--- src/rtl/atm_pkg.sv ---
// Shared codes for the ATM transaction controller: FSM state, operation and error encodings.
package atm_pkg;

  typedef enum logic [2:0] {
    ST_IDLE     = 3'd0,
    ST_WAIT_PIN = 3'd1,
    ST_CHECK    = 3'd2,
    ST_MENU     = 3'd3,
    ST_EXEC     = 3'd4,
    ST_EJECT    = 3'd5,
    ST_LOCKED   = 3'd6
  } atm_state_e;

  typedef enum logic [1:0] {
    OP_INQUIRY  = 2'b00,
    OP_DEPOSIT  = 2'b01,
    OP_WITHDRAW = 2'b10,
    OP_EXIT     = 2'b11
  } atm_op_e;

  typedef enum logic [1:0] {
    ERR_NONE      = 2'b00,
    ERR_WRONG_PIN = 2'b01,
    ERR_NO_FUNDS  = 2'b10,
    ERR_OVERFLOW  = 2'b11
  } atm_err_e;

endpackage

--- src/rtl/atm_txn_controller_if.sv ---
// Bus between the keypad/card front end plus account store (master) and the controller (slave).
interface atm_txn_if #(
  parameter int balance_width = 20
);
  // Strobe protocol: pin_enter and op_req are single-cycle requests with no backpressure;
  // their qualifiers (wrong_psw, op_sel, amount) are valid in the strobe cycle. op_done and
  // eject are single-cycle registered strobes; updated_balance is valid whenever op_done is high.
  logic                     card_in;
  logic                     pin_enter;
  logic                     wrong_psw;
  logic [balance_width-1:0] balance_in;
  logic                     op_req;
  logic [1:0]               op_sel;
  logic [balance_width-1:0] amount;
  logic                     op_done;
  logic [balance_width-1:0] updated_balance;
  logic [balance_width-1:0] balance_out;
  logic [1:0]               err_code;
  logic                     authed;
  logic                     card_retained;
  logic                     eject;
  logic [2:0]               state;

  modport master (
    output card_in, pin_enter, wrong_psw, balance_in, op_req, op_sel, amount,
    input  op_done, updated_balance, balance_out, err_code, authed, card_retained, eject, state
  );

  modport slave (
    input  card_in, pin_enter, wrong_psw, balance_in, op_req, op_sel, amount,
    output op_done, updated_balance, balance_out, err_code, authed, card_retained, eject, state
  );
endinterface

--- src/rtl/atm_timeout_timer.sv ---
// Inactivity counter: counts while run is high, clears on reload or when not running,
// and flags expired in the timeout_cycles-th consecutive running cycle.
module atm_timeout_timer #(
  parameter int timeout_cycles = 1000
) (
  input  logic clk,
  input  logic rst,
  input  logic run,
  input  logic reload,
  output logic expired
);
  localparam int CW = (timeout_cycles > 1) ? $clog2(timeout_cycles + 1) : 1;

  logic [CW-1:0] count;

  assign expired = run && !reload && (count == CW'(timeout_cycles - 1));

  always_ff @(posedge clk or negedge rst) begin
    if (!rst) begin
      count <= '0;
    end else if (!run || reload || expired) begin
      count <= '0;
    end else begin
      count <= count + 1'b1;
    end
  end
endmodule

--- src/rtl/atm_txn_controller.sv ---
// ATM session sequencer: PIN check with retry lockout, then inquiry/deposit/withdraw with write-back.
// Optional inactivity timeout in WAIT_PIN/MENU is built when ATM_TIMEOUT_EN is defined.
module atm_txn_controller
  import atm_pkg::*;
#(
  parameter int balance_width  = 20,
  parameter int max_attempts   = 3,
  parameter int timeout_cycles = 1000
) (
  input logic      clk,
  input logic      rst,
  atm_txn_if.slave bus
);
  localparam logic [2:0] IDLE     = ST_IDLE;
  localparam logic [2:0] WAIT_PIN = ST_WAIT_PIN;
  localparam logic [2:0] CHECK    = ST_CHECK;
  localparam logic [2:0] MENU     = ST_MENU;
  localparam logic [2:0] EXEC     = ST_EXEC;
  localparam logic [2:0] EJECT    = ST_EJECT;
  localparam logic [2:0] LOCKED   = ST_LOCKED;
  localparam int AW = $clog2(max_attempts + 1);

  logic [2:0]               state, state_nx;
  logic [AW-1:0]            attempts, attempts_inc;
  logic [1:0]               op_q;
  logic [balance_width-1:0] amount_q;
  logic [balance_width-1:0] upd_bal, disp_bal;
  logic [balance_width:0]   dep_sum;
  logic                     wd_short;
  logic                     op_done_q, eject_q, authed_q, retained_q;
  logic [1:0]               err_q;
  logic                     timeout_hit;

  assign attempts_inc = attempts + 1'b1;
  assign dep_sum      = {1'b0, upd_bal} + {1'b0, amount_q};
  assign wd_short     = amount_q > upd_bal;

`ifdef ATM_TIMEOUT_EN
  logic timer_run, timer_reload;
  assign timer_run    = (state == WAIT_PIN) || (state == MENU);
  assign timer_reload = bus.pin_enter || bus.op_req;

  atm_timeout_timer #(
    .timeout_cycles(timeout_cycles)
  ) u_timer (
    .clk    (clk),
    .rst    (rst),
    .run    (timer_run),
    .reload (timer_reload),
    .expired(timeout_hit)
  );
`else
  assign timeout_hit = 1'b0;
`endif

  // Card removal outranks every request; LOCKED deliberately ignores card_in.
  always_comb begin
    state_nx = state;
    case (state)
      IDLE:     if (bus.card_in) state_nx = WAIT_PIN;
      WAIT_PIN: begin
        if (!bus.card_in)       state_nx = IDLE;
        else if (bus.pin_enter) state_nx = CHECK;
        else if (timeout_hit)   state_nx = EJECT;
      end
      CHECK: begin
        if (!bus.card_in)                          state_nx = IDLE;
        else if (!bus.wrong_psw)                   state_nx = MENU;
        else if (attempts_inc >= AW'(max_attempts)) state_nx = LOCKED;
        else                                       state_nx = WAIT_PIN;
      end
      MENU: begin
        if (!bus.card_in)     state_nx = IDLE;
        else if (bus.op_req)  state_nx = (bus.op_sel == OP_EXIT) ? EJECT : EXEC;
        else if (timeout_hit) state_nx = EJECT;
      end
      EXEC:     state_nx = bus.card_in ? MENU : IDLE;
      EJECT:    if (!bus.card_in) state_nx = IDLE;
      LOCKED:   state_nx = LOCKED;
      default:  state_nx = IDLE;
    endcase
  end

  always_ff @(posedge clk or negedge rst) begin
    if (!rst) begin
      state      <= IDLE;
      attempts   <= '0;
      op_q       <= OP_INQUIRY;
      amount_q   <= '0;
      upd_bal    <= '0;
      disp_bal   <= '0;
      op_done_q  <= 1'b0;
      eject_q    <= 1'b0;
      authed_q   <= 1'b0;
      retained_q <= 1'b0;
      err_q      <= ERR_NONE;
    end else begin
      state      <= state_nx;
      op_done_q  <= 1'b0;
      eject_q    <= (state_nx == EJECT) && (state != EJECT);
      authed_q   <= (state_nx == MENU) || (state_nx == EXEC);
      retained_q <= (state_nx == LOCKED);
      if (state != IDLE && state_nx == IDLE) err_q <= ERR_NONE;

      case (state)
        IDLE: if (bus.card_in) attempts <= '0;
        CHECK: if (bus.card_in) begin
          if (!bus.wrong_psw) begin
            upd_bal  <= bus.balance_in;
            disp_bal <= bus.balance_in;
            attempts <= '0;
            err_q    <= ERR_NONE;
          end else begin
            attempts <= attempts_inc;
            err_q    <= ERR_WRONG_PIN;
          end
        end
        MENU: if (bus.card_in && bus.op_req) begin
          op_q     <= bus.op_sel;
          amount_q <= bus.amount;
        end
        // A commit is only issued while the card is still present.
        EXEC: if (bus.card_in) begin
          case (op_q)
            OP_INQUIRY: begin
              disp_bal <= upd_bal;
              err_q    <= ERR_NONE;
            end
            OP_DEPOSIT: begin
              if (dep_sum[balance_width]) begin
                err_q <= ERR_OVERFLOW;
              end else begin
                upd_bal   <= dep_sum[balance_width-1:0];
                disp_bal  <= dep_sum[balance_width-1:0];
                op_done_q <= 1'b1;
                err_q     <= ERR_NONE;
              end
            end
            OP_WITHDRAW: begin
              if (wd_short) begin
                err_q <= ERR_NO_FUNDS;
              end else begin
                upd_bal   <= upd_bal - amount_q;
                disp_bal  <= upd_bal - amount_q;
                op_done_q <= 1'b1;
                err_q     <= ERR_NONE;
              end
            end
            default: ;
          endcase
        end
        default: ;
      endcase
    end
  end

  assign bus.state           = state;
  assign bus.op_done         = op_done_q;
  assign bus.updated_balance = upd_bal;
  assign bus.balance_out     = disp_bal;
  assign bus.err_code        = err_q;
  assign bus.authed          = authed_q;
  assign bus.card_retained   = retained_q;
  assign bus.eject           = eject_q;
endmodule

--- src/flat_wrapper.sv ---
// flat-port wrapper written by rule: the top's interface ports become plain ports
module atm_txn_controller_flat import atm_pkg::*;
#(
  parameter int balance_width  = 20,
  parameter int max_attempts   = 3,
  parameter int timeout_cycles = 1000
)
  (clk, rst, bus_card_in, bus_pin_enter, bus_wrong_psw, bus_balance_in, bus_op_req, bus_op_sel, bus_amount, bus_op_done, bus_updated_balance, bus_balance_out, bus_err_code, bus_authed, bus_card_retained, bus_eject, bus_state);
  atm_txn_if #(.balance_width(balance_width)) bus_i ();
  input logic clk;
  input logic rst;
  input wire logic [$bits(bus_i.card_in)-1:0] bus_card_in;
  input wire logic [$bits(bus_i.pin_enter)-1:0] bus_pin_enter;
  input wire logic [$bits(bus_i.wrong_psw)-1:0] bus_wrong_psw;
  input wire logic [$bits(bus_i.balance_in)-1:0] bus_balance_in;
  input wire logic [$bits(bus_i.op_req)-1:0] bus_op_req;
  input wire logic [$bits(bus_i.op_sel)-1:0] bus_op_sel;
  input wire logic [$bits(bus_i.amount)-1:0] bus_amount;
  output wire logic [$bits(bus_i.op_done)-1:0] bus_op_done;
  output wire logic [$bits(bus_i.updated_balance)-1:0] bus_updated_balance;
  output wire logic [$bits(bus_i.balance_out)-1:0] bus_balance_out;
  output wire logic [$bits(bus_i.err_code)-1:0] bus_err_code;
  output wire logic [$bits(bus_i.authed)-1:0] bus_authed;
  output wire logic [$bits(bus_i.card_retained)-1:0] bus_card_retained;
  output wire logic [$bits(bus_i.eject)-1:0] bus_eject;
  output wire logic [$bits(bus_i.state)-1:0] bus_state;
  assign bus_i.card_in = bus_card_in;
  assign bus_i.pin_enter = bus_pin_enter;
  assign bus_i.wrong_psw = bus_wrong_psw;
  assign bus_i.balance_in = bus_balance_in;
  assign bus_i.op_req = bus_op_req;
  assign bus_i.op_sel = bus_op_sel;
  assign bus_i.amount = bus_amount;
  assign bus_op_done = bus_i.op_done;
  assign bus_updated_balance = bus_i.updated_balance;
  assign bus_balance_out = bus_i.balance_out;
  assign bus_err_code = bus_i.err_code;
  assign bus_authed = bus_i.authed;
  assign bus_card_retained = bus_i.card_retained;
  assign bus_eject = bus_i.eject;
  assign bus_state = bus_i.state;
  atm_txn_controller #(.balance_width(balance_width), .max_attempts(max_attempts), .timeout_cycles(timeout_cycles)) u_core (.clk(clk), .rst(rst), .bus(bus_i));
endmodule
--- config.mk ---
export PLATFORM = sky130hd
export DESIGN_NAME = atm_txn_controller_flat
export DESIGN_NICKNAME = d
export VERILOG_FILES = /design/src/rtl/atm_pkg.sv /design/src/rtl/atm_txn_controller_if.sv /design/src/rtl/atm_timeout_timer.sv /design/src/rtl/atm_txn_controller.sv /design/src/flat_wrapper.sv
export SDC_FILE = /design/constraint.sdc
export NUM_CORES = 1
export LEC_CHECK = 0
export CAP_MARGIN = 20
export CORE_ASPECT_RATIO = 0.75
export CORE_MARGIN = 8
export CORE_UTILIZATION = 45
export CTS_BUF_LIST = sky130_fd_sc_hd__clkbuf_4 sky130_fd_sc_hd__clkbuf_8
export CTS_CLUSTER_SIZE = 28
export DETAILED_ROUTE_END_ITERATION = 7
export PLACE_DENSITY = 0.69
export SYNTH_ARGS = -nofsm -noshare
export SYNTH_HDL_FRONTEND = slang
export SYNTH_HIERARCHICAL = 1
export SYNTH_SLANG_ARGS = --single-unit
--- constraint.sdc ---
create_clock -name clk -period 4.4 [get_ports clk]
set_input_delay 0.44 -clock clk [delete_from_list [all_inputs] [get_ports clk]]
set_output_delay 0.44 -clock clk [all_outputs]
set_load 0.01 [all_outputs]
== Word level (Yosys, flattened, before mapping) ==
Cells that the tools add are included.
Cells by class
  equal/unequal tests: 22
  multiplexer cells: 39
  reductions and logical operators: 14
  add/subtract/negate cells: 3
  $lt $le $gt $ge: 2
Operators with widths (number)
  $mux 20: 6
  $pmux 20 s2: 3
  $pmux 20 s3: 1
  $mux 3: 9
  $add 20x20->21: 1
  $pmux 3 s7: 1
  $gt 20x20->1: 1
  $sub 20x20->20: 1
  $eq 3x3->1 const B: 6
  $mux 2: 9
  $reduce_and 7->1: 2
  $eq 3x2->1 const B: 3
  $ne 3x3->1 const B: 3
  $ne 2x2->1 const B: 4
  $pmux 2 s2: 2
  $logic_not 3->1: 2
  $mux 1: 6
  $pmux 2 s3: 1
  $eq 2x2->1 const B: 2
  $ne 4x3->1 const B: 1
  $reduce_bool 2->1: 2
  $eq 3x1->1 const B: 1
  $logic_and 1x1->1: 3
  $ne 3x2->1 const B: 1
  other kinds (9): 9
Word-level totals
  register bits after elaboration: 73
  logic and storage cells: 91
  bits of input ports: 48

== Depth between registers and ports, before layout ==
  depth in word-level cells: 12
  gate-level depth with buffers: 13
  gate-level depth less buffers: 12

== Worst setup path before layout ==
No wires, ideal clock.
  path kind: register -> register
  from: register u_core.upd_bal[1], in the netlist u_core/bus.updated_balance[1]
  to: register u_core.upd_bal[10], in the netlist u_core/bus.updated_balance[10]
  setup time: 0.125 ns
  stages on the path, launching flop included: 12
  arrival: 2.863 ns
  setup slack: 1.412 ns
  path through: dfrtp_1 > inv_1 > fa_1 > o21bai_1 > o211ai_1 > a211oi_2 > o21ai_4 > a211oi_4 > o41ai_4 > and2_4 > buf_12 > mux2_4
On the way
  cells in the longest elaborated chain, start to end: 5
  elaborated cells between the ends (all ways): 11
  classes of those cells: add/sub: 2; order compare: 1; eq/ne: 2; mux: 5; reduce/logical: 1
RTL lines
  from (decl): line atm_txn_controller.sv:27  | logic [balance_width-1:0] upd_bal, disp_bal;
  from (signal assigned): line atm_txn_controller.sv:109  | upd_bal <= bus.balance_in;
  from (signal assigned): line atm_txn_controller.sv:133  | upd_bal <= dep_sum[balance_width-1:0];
  from (signal assigned): line atm_txn_controller.sv:143  | upd_bal <= upd_bal - amount_q;
  $sub 20x20->20 or $add 20x20->21 (tied branches): line atm_txn_controller.sv:143, atm_txn_controller.sv:35
  $mux 20 (on tied branches): line atm_txn_controller.sv:140, atm_txn_controller.sv:130
  $pmux 20 s2: line atm_txn_controller.sv:124  | case (op_q)
  $mux 20: line atm_txn_controller.sv:123  | EXEC: if (bus.card_in) begin
  $pmux 20 s2: line atm_txn_controller.sv:105  | case (state)
Parallel ways exist; a longest one is shown, timed or not. The select of a mux whose other input is x is not followed.
A chain may end at the register's enable or synchronous reset.

== Final worst setup path ==
  from: register u_core.upd_bal[0], in the netlist u_core/bus.updated_balance[0]
  to: register u_core.disp_bal[13], in the netlist u_core/bus.balance_out[13]
On the way
  cells in the longest elaborated chain, start to end: 5
  elaborated cells between the ends (all ways): 11
  classes of those cells: add/sub: 2; order compare: 1; eq/ne: 2; mux: 5; reduce/logical: 1
RTL lines
  $sub 20x20->20 or $add 20x20->21 (tied branches): line atm_txn_controller.sv:144, atm_txn_controller.sv:35
  $mux 20 (on tied branches): line atm_txn_controller.sv:140, atm_txn_controller.sv:130
  $pmux 20 s3: line atm_txn_controller.sv:124
  $mux 20: line atm_txn_controller.sv:123
  $pmux 20 s2: line atm_txn_controller.sv:105
  to (signal assigned): line atm_txn_controller.sv:110  | disp_bal <= bus.balance_in;
  to (signal assigned): line atm_txn_controller.sv:126  | disp_bal <= upd_bal;
  to (signal assigned): line atm_txn_controller.sv:144  | disp_bal <= upd_bal - amount_q;
  to (decl): line atm_txn_controller.sv:27
Parallel ways exist; a longest one is shown, timed or not. The select of a mux whose other input is x is not followed.

==> results.sh <==
export IMPL_status="complete, no violations"
export IMPL_place_detailed_hpwl_um=16200
export IMPL_antenna_violations_before_repair=0
export IMPL_route_vias_total=6300
export IMPL_number_of_hold_buffers_added_after_cts=0
export IMPL_floorplan_die_width_um=151
export IMPL_grt_overflow_total=0
export IMPL_layout_common_cells="clkdlybuf4s50_1 (95), nand2_1 (77), dfrtp_1 (73)"
export IMPL_grt_pass1_vias=6066
export IMPL_ys_async_sr_fraction_pct=100
export IMPL_period_share_pct=84.7
export IMPL_clkLatencyLatePin_ns=0.38
export IMPL_fp_coreArea_mm2=0.0135
export IMPL_post_cts_buffers=0
export IMPL_fp_row_count=37
export IMPL_gp_congestion=0.928
export IMPL_grt_start_max_net_pins=74
export IMPL_drcViolationCount=0
export IMPL_worstSetupStartpointType="flop"
export IMPL_ys_ff_latch=73
export IMPL_max_freq_mhz=268
export IMPL_power_sequential_fraction_pct=17.8
export IMPL_setup_violations_final=0
export IMPL_route_detailed_wl_per_inst_um=21.4
export IMPL_p_comb_share_pct=72.7
export IMPL_clock_path_buffers=2
export IMPL_critical_path_endpoint_type="flop"
export IMPL_postSynthAreaPerCell_um2=8.00
export IMPL_p_int_w=0.00334
export IMPL_syn_num_nets=862
export IMPL_slew_limit_headroom_pct=35.0
export IMPL_timing_critical_path_required_ns=4.67
export IMPL_nets=937
export IMPL_portion_of_the_post_synthesis_area_used_by_sequential_elements_pct=29.8
export IMPL_p_sw_w=0.00375
export IMPL_tns_ns=0
export IMPL_ys_warn_count=6
export IMPL_setup_worst_path_class="reg2reg"
export IMPL_mostFrequentLayoutCell="clkdlybuf4s50_1"
export IMPL_clk_transition_reported_paths_ns=0.08
export IMPL_area_delta_synth_final_pct=21.6
export IMPL_min_path_type="in2async"
export IMPL_cts_sink_count=73
export IMPL_cts_max_level=3
export IMPL_cts_root_buffer_type="clkbuf_8"
export IMPL_power_frac_clock_pct=9.5
export IMPL_cp_arrival_ns=4.00
export IMPL_dieArea_mm2=0.0177
export IMPL_pre_antenna_drt_iters=5
export IMPL_timing_reg2reg_worst_path_depth=12
export IMPL_mappedNetlistArea_mm2=0.00613
export IMPL_finalMaxSlewViolations=0
export IMPL_hold_viol=0
export IMPL_fraction_of_layout_cells_with_a_size_suffix_above_1_pct=7.08
export IMPL_start_util_pct=45.4
export IMPL_sw_frac_of_total_pct=52.9
export IMPL_leakagePower_nw=3.15
export IMPL_synth_cell_types=75
export IMPL_dieHeight_um=117
export IMPL_worst_slew_pin_slew_ns=0.975
export IMPL_drtIter0Drc=681
export IMPL_tritoncts_clock_tree="yes"
export IMPL_cellPowerDensity_mw_per_mm2=950
export IMPL_cts_buffers_inserted=9
export IMPL_postPlaceCellArea_mm2=0.00721
export IMPL_i_o_pin_cnt=97
export IMPL_worst_ir_drop_on_vdd_uv=451
export IMPL_grt_first_pass_wirelength_um=34800
export IMPL_finalWirelength_um=21900
export IMPL_diodes=0
export IMPL_layout_cell_area_non_filler_mm2=0.00746
export IMPL_avgViaCountPerCell=6.16
export IMPL_port_buffers=96
export IMPL_synth_enable_flop_cells=0
export IMPL_global_route_usage_total_pct=25.6
export IMPL_cp_max_fo=5
export IMPL_rsz0062_at_grt="no"
export IMPL_postSynth_topFlopCell="dfrtp_1"
export IMPL_drv_max_cap_violation_count=0
export IMPL_worst_clock_skew_ns=0.0126
export IMPL_finalWorstPathRequiredPeriod_ns=3.73
export IMPL_synthesis_instances=767
export IMPL_resized_gates_after_cts=0
export IMPL_antenna_violating_nets_post_route=0
-- kinds of logic after synthesis --
group           after synthesis  synth area share, %
xor+xnor                     15                 2.14
fa+ha+maj                    47                 9.83
buf+inv                     104                 6.94
flops                        73                 29.8
compound gates              276                 30.3
mux                          16                 3.22
simple gates                236                 17.8
-- final cells by class --
class,instances,area (um^2)
Fill cell,1259,6060
Multi-Input combinational cell,590,3890
Sequential cell,73,1830
Timing Repair Buffer,109,1060
Inverter,59,221
Tap cell,175,219
Clock buffer,10,131
Clock inverter,6,116
-- worst paths after layout --
check / start / end / slack, ns
worst max-delay path: u_core/bus.updated_balance[0] / u_core/bus.balance_out[13] / 0.67
worst min-delay path: rst / u_core/bus.updated_balance[6] / 0.22
worst max register to register: u_core/bus.updated_balance[0] / u_core/bus.balance_out[13] / 0.67
worst min register to register: u_core/bus.balance_out[3] / u_core/bus.balance_out[3] / 0.49
max in group asynchronous: rst / u_core/bus.balance_out[17] / 3.55
min in group clk: u_core/bus.balance_out[3] / u_core/bus.balance_out[3] / 0.49
-- Yosys cell counts (3+ instances only) --
| cell type | count | area share (%) |
|---|---|---|
| o21a_1 | 5 | 0.61 |
| inv_1 | 57 | 3.5 |
| o22ai_1 | 4 | 0.41 |
| dfrtp_1 | 73 | 30 |
| o221ai_1 | 6 | 0.86 |
| o211a_1 | 5 | 0.82 |
| mux2_4 | 7 | 1.7 |
| nor2b_1 | 6 | 0.61 |
| nor4_1 | 5 | 0.51 |
| nor2_1 | 66 | 4.0 |
| nand2b_1 | 10 | 1.0 |
| xor2_1 | 3 | 0.43 |
| o31a_1 | 3 | 0.43 |
| o31ai_1 | 4 | 0.49 |
| a21o_1 | 10 | 1.2 |
| a221oi_1 | 8 | 1.1 |
| buf_2 | 9 | 0.73 |
| mux2i_1 | 7 | 1.1 |
| a211o_1 | 5 | 0.71 |
| nand4_1 | 7 | 0.71 |
| or3_1 | 7 | 0.71 |
| a211oi_1 | 11 | 1.3 |
| or2_2 | 6 | 0.61 |
| clkbuf_1 | 30 | 1.8 |
| xnor2_1 | 12 | 1.7 |
| o21bai_1 | 6 | 0.73 |
| a221o_1 | 5 | 0.82 |
| o211ai_1 | 17 | 2.1 |
| nand3_1 | 22 | 1.8 |
| nand2_1 | 77 | 4.7 |
| nor3_1 | 15 | 1.2 |
| o2111ai_1 | 6 | 0.86 |
| and2_1 | 4 | 0.41 |
| o21ai_0 | 65 | 5.3 |
| buf_1 | 3 | 0.18 |
| a31oi_1 | 21 | 2.1 |
| a21oi_1 | 69 | 5.6 |
| ha_1 | 45 | 9.2 |
-- power by group through the flow --
stage                     logic (W)  registers (W)  clock network (W)
after floorplan             0.00340        0.00127                  0
after global placement      0.00501        0.00126                  0
after detailed placement    0.00500        0.00127                  0
after CTS                   0.00505        0.00126           0.000698
after global routing        0.00563        0.00130           0.000717
final                       0.00515        0.00126           0.000676
-- per-stage QoR --
| step | worst slack (ns) | power (W) | instances | util [%] | hold slack [ns] |
|---|---|---|---|---|---|
| floorplan | 1.41 | 0.00466 | 767 | - | 0.144 |
| global placement | 0.967 | 0.00626 | 1006 | 53.3 | 0.462 |
| detailed placement | 0.820 | 0.00628 | 1006 | 53.3 | 0.478 |
| CTS | 0.790 | 0.00701 | 1022 | 55.2 | 0.232 |
| global route | 0.488 | 0.00765 | 1022 | 55.2 | 0.287 |
| finish | 0.673 | 0.00709 | 1022 | 55.2 | 0.215 |
-- worst max-delay path, cell delays in order, from the launching register on --
cell and delay [ns]:
dfrtp_1 0.40, inv_1 0.07, ha_1 0.23, inv_1 0.08, fa_1 0.28, nand4_1 0.16
a41oi_2 0.44, a221oi_2 0.15, o21ai_1 0.29, o211ai_1 0.18, nor3_1 0.75, o2111ai_1 0.35
o211a_1 0.23
-- sequential cells by signal, summed over array words and instances (netlist names) --
name	flops
u_core/bus.card_retained	1
u_core/attempts	2
u_core/bus.op_done	1
u_core/op_q	2
u_core/bus.err_code	2
u_core/bus.state	3
u_core/bus.updated_balance	20
u_core/bus.eject	1
u_core/amount_q	20
u_core/bus.authed	1
u_core/bus.balance_out	20
-- per-layer routing --
metal	part of all wire (%)	track usage, %
met4	1.6	5.72
met2	40	37.0
met1	49	37.5
met3	9.5	6.22
met5	0	0
No activity file was read; power rests on OpenSTA's default activity.
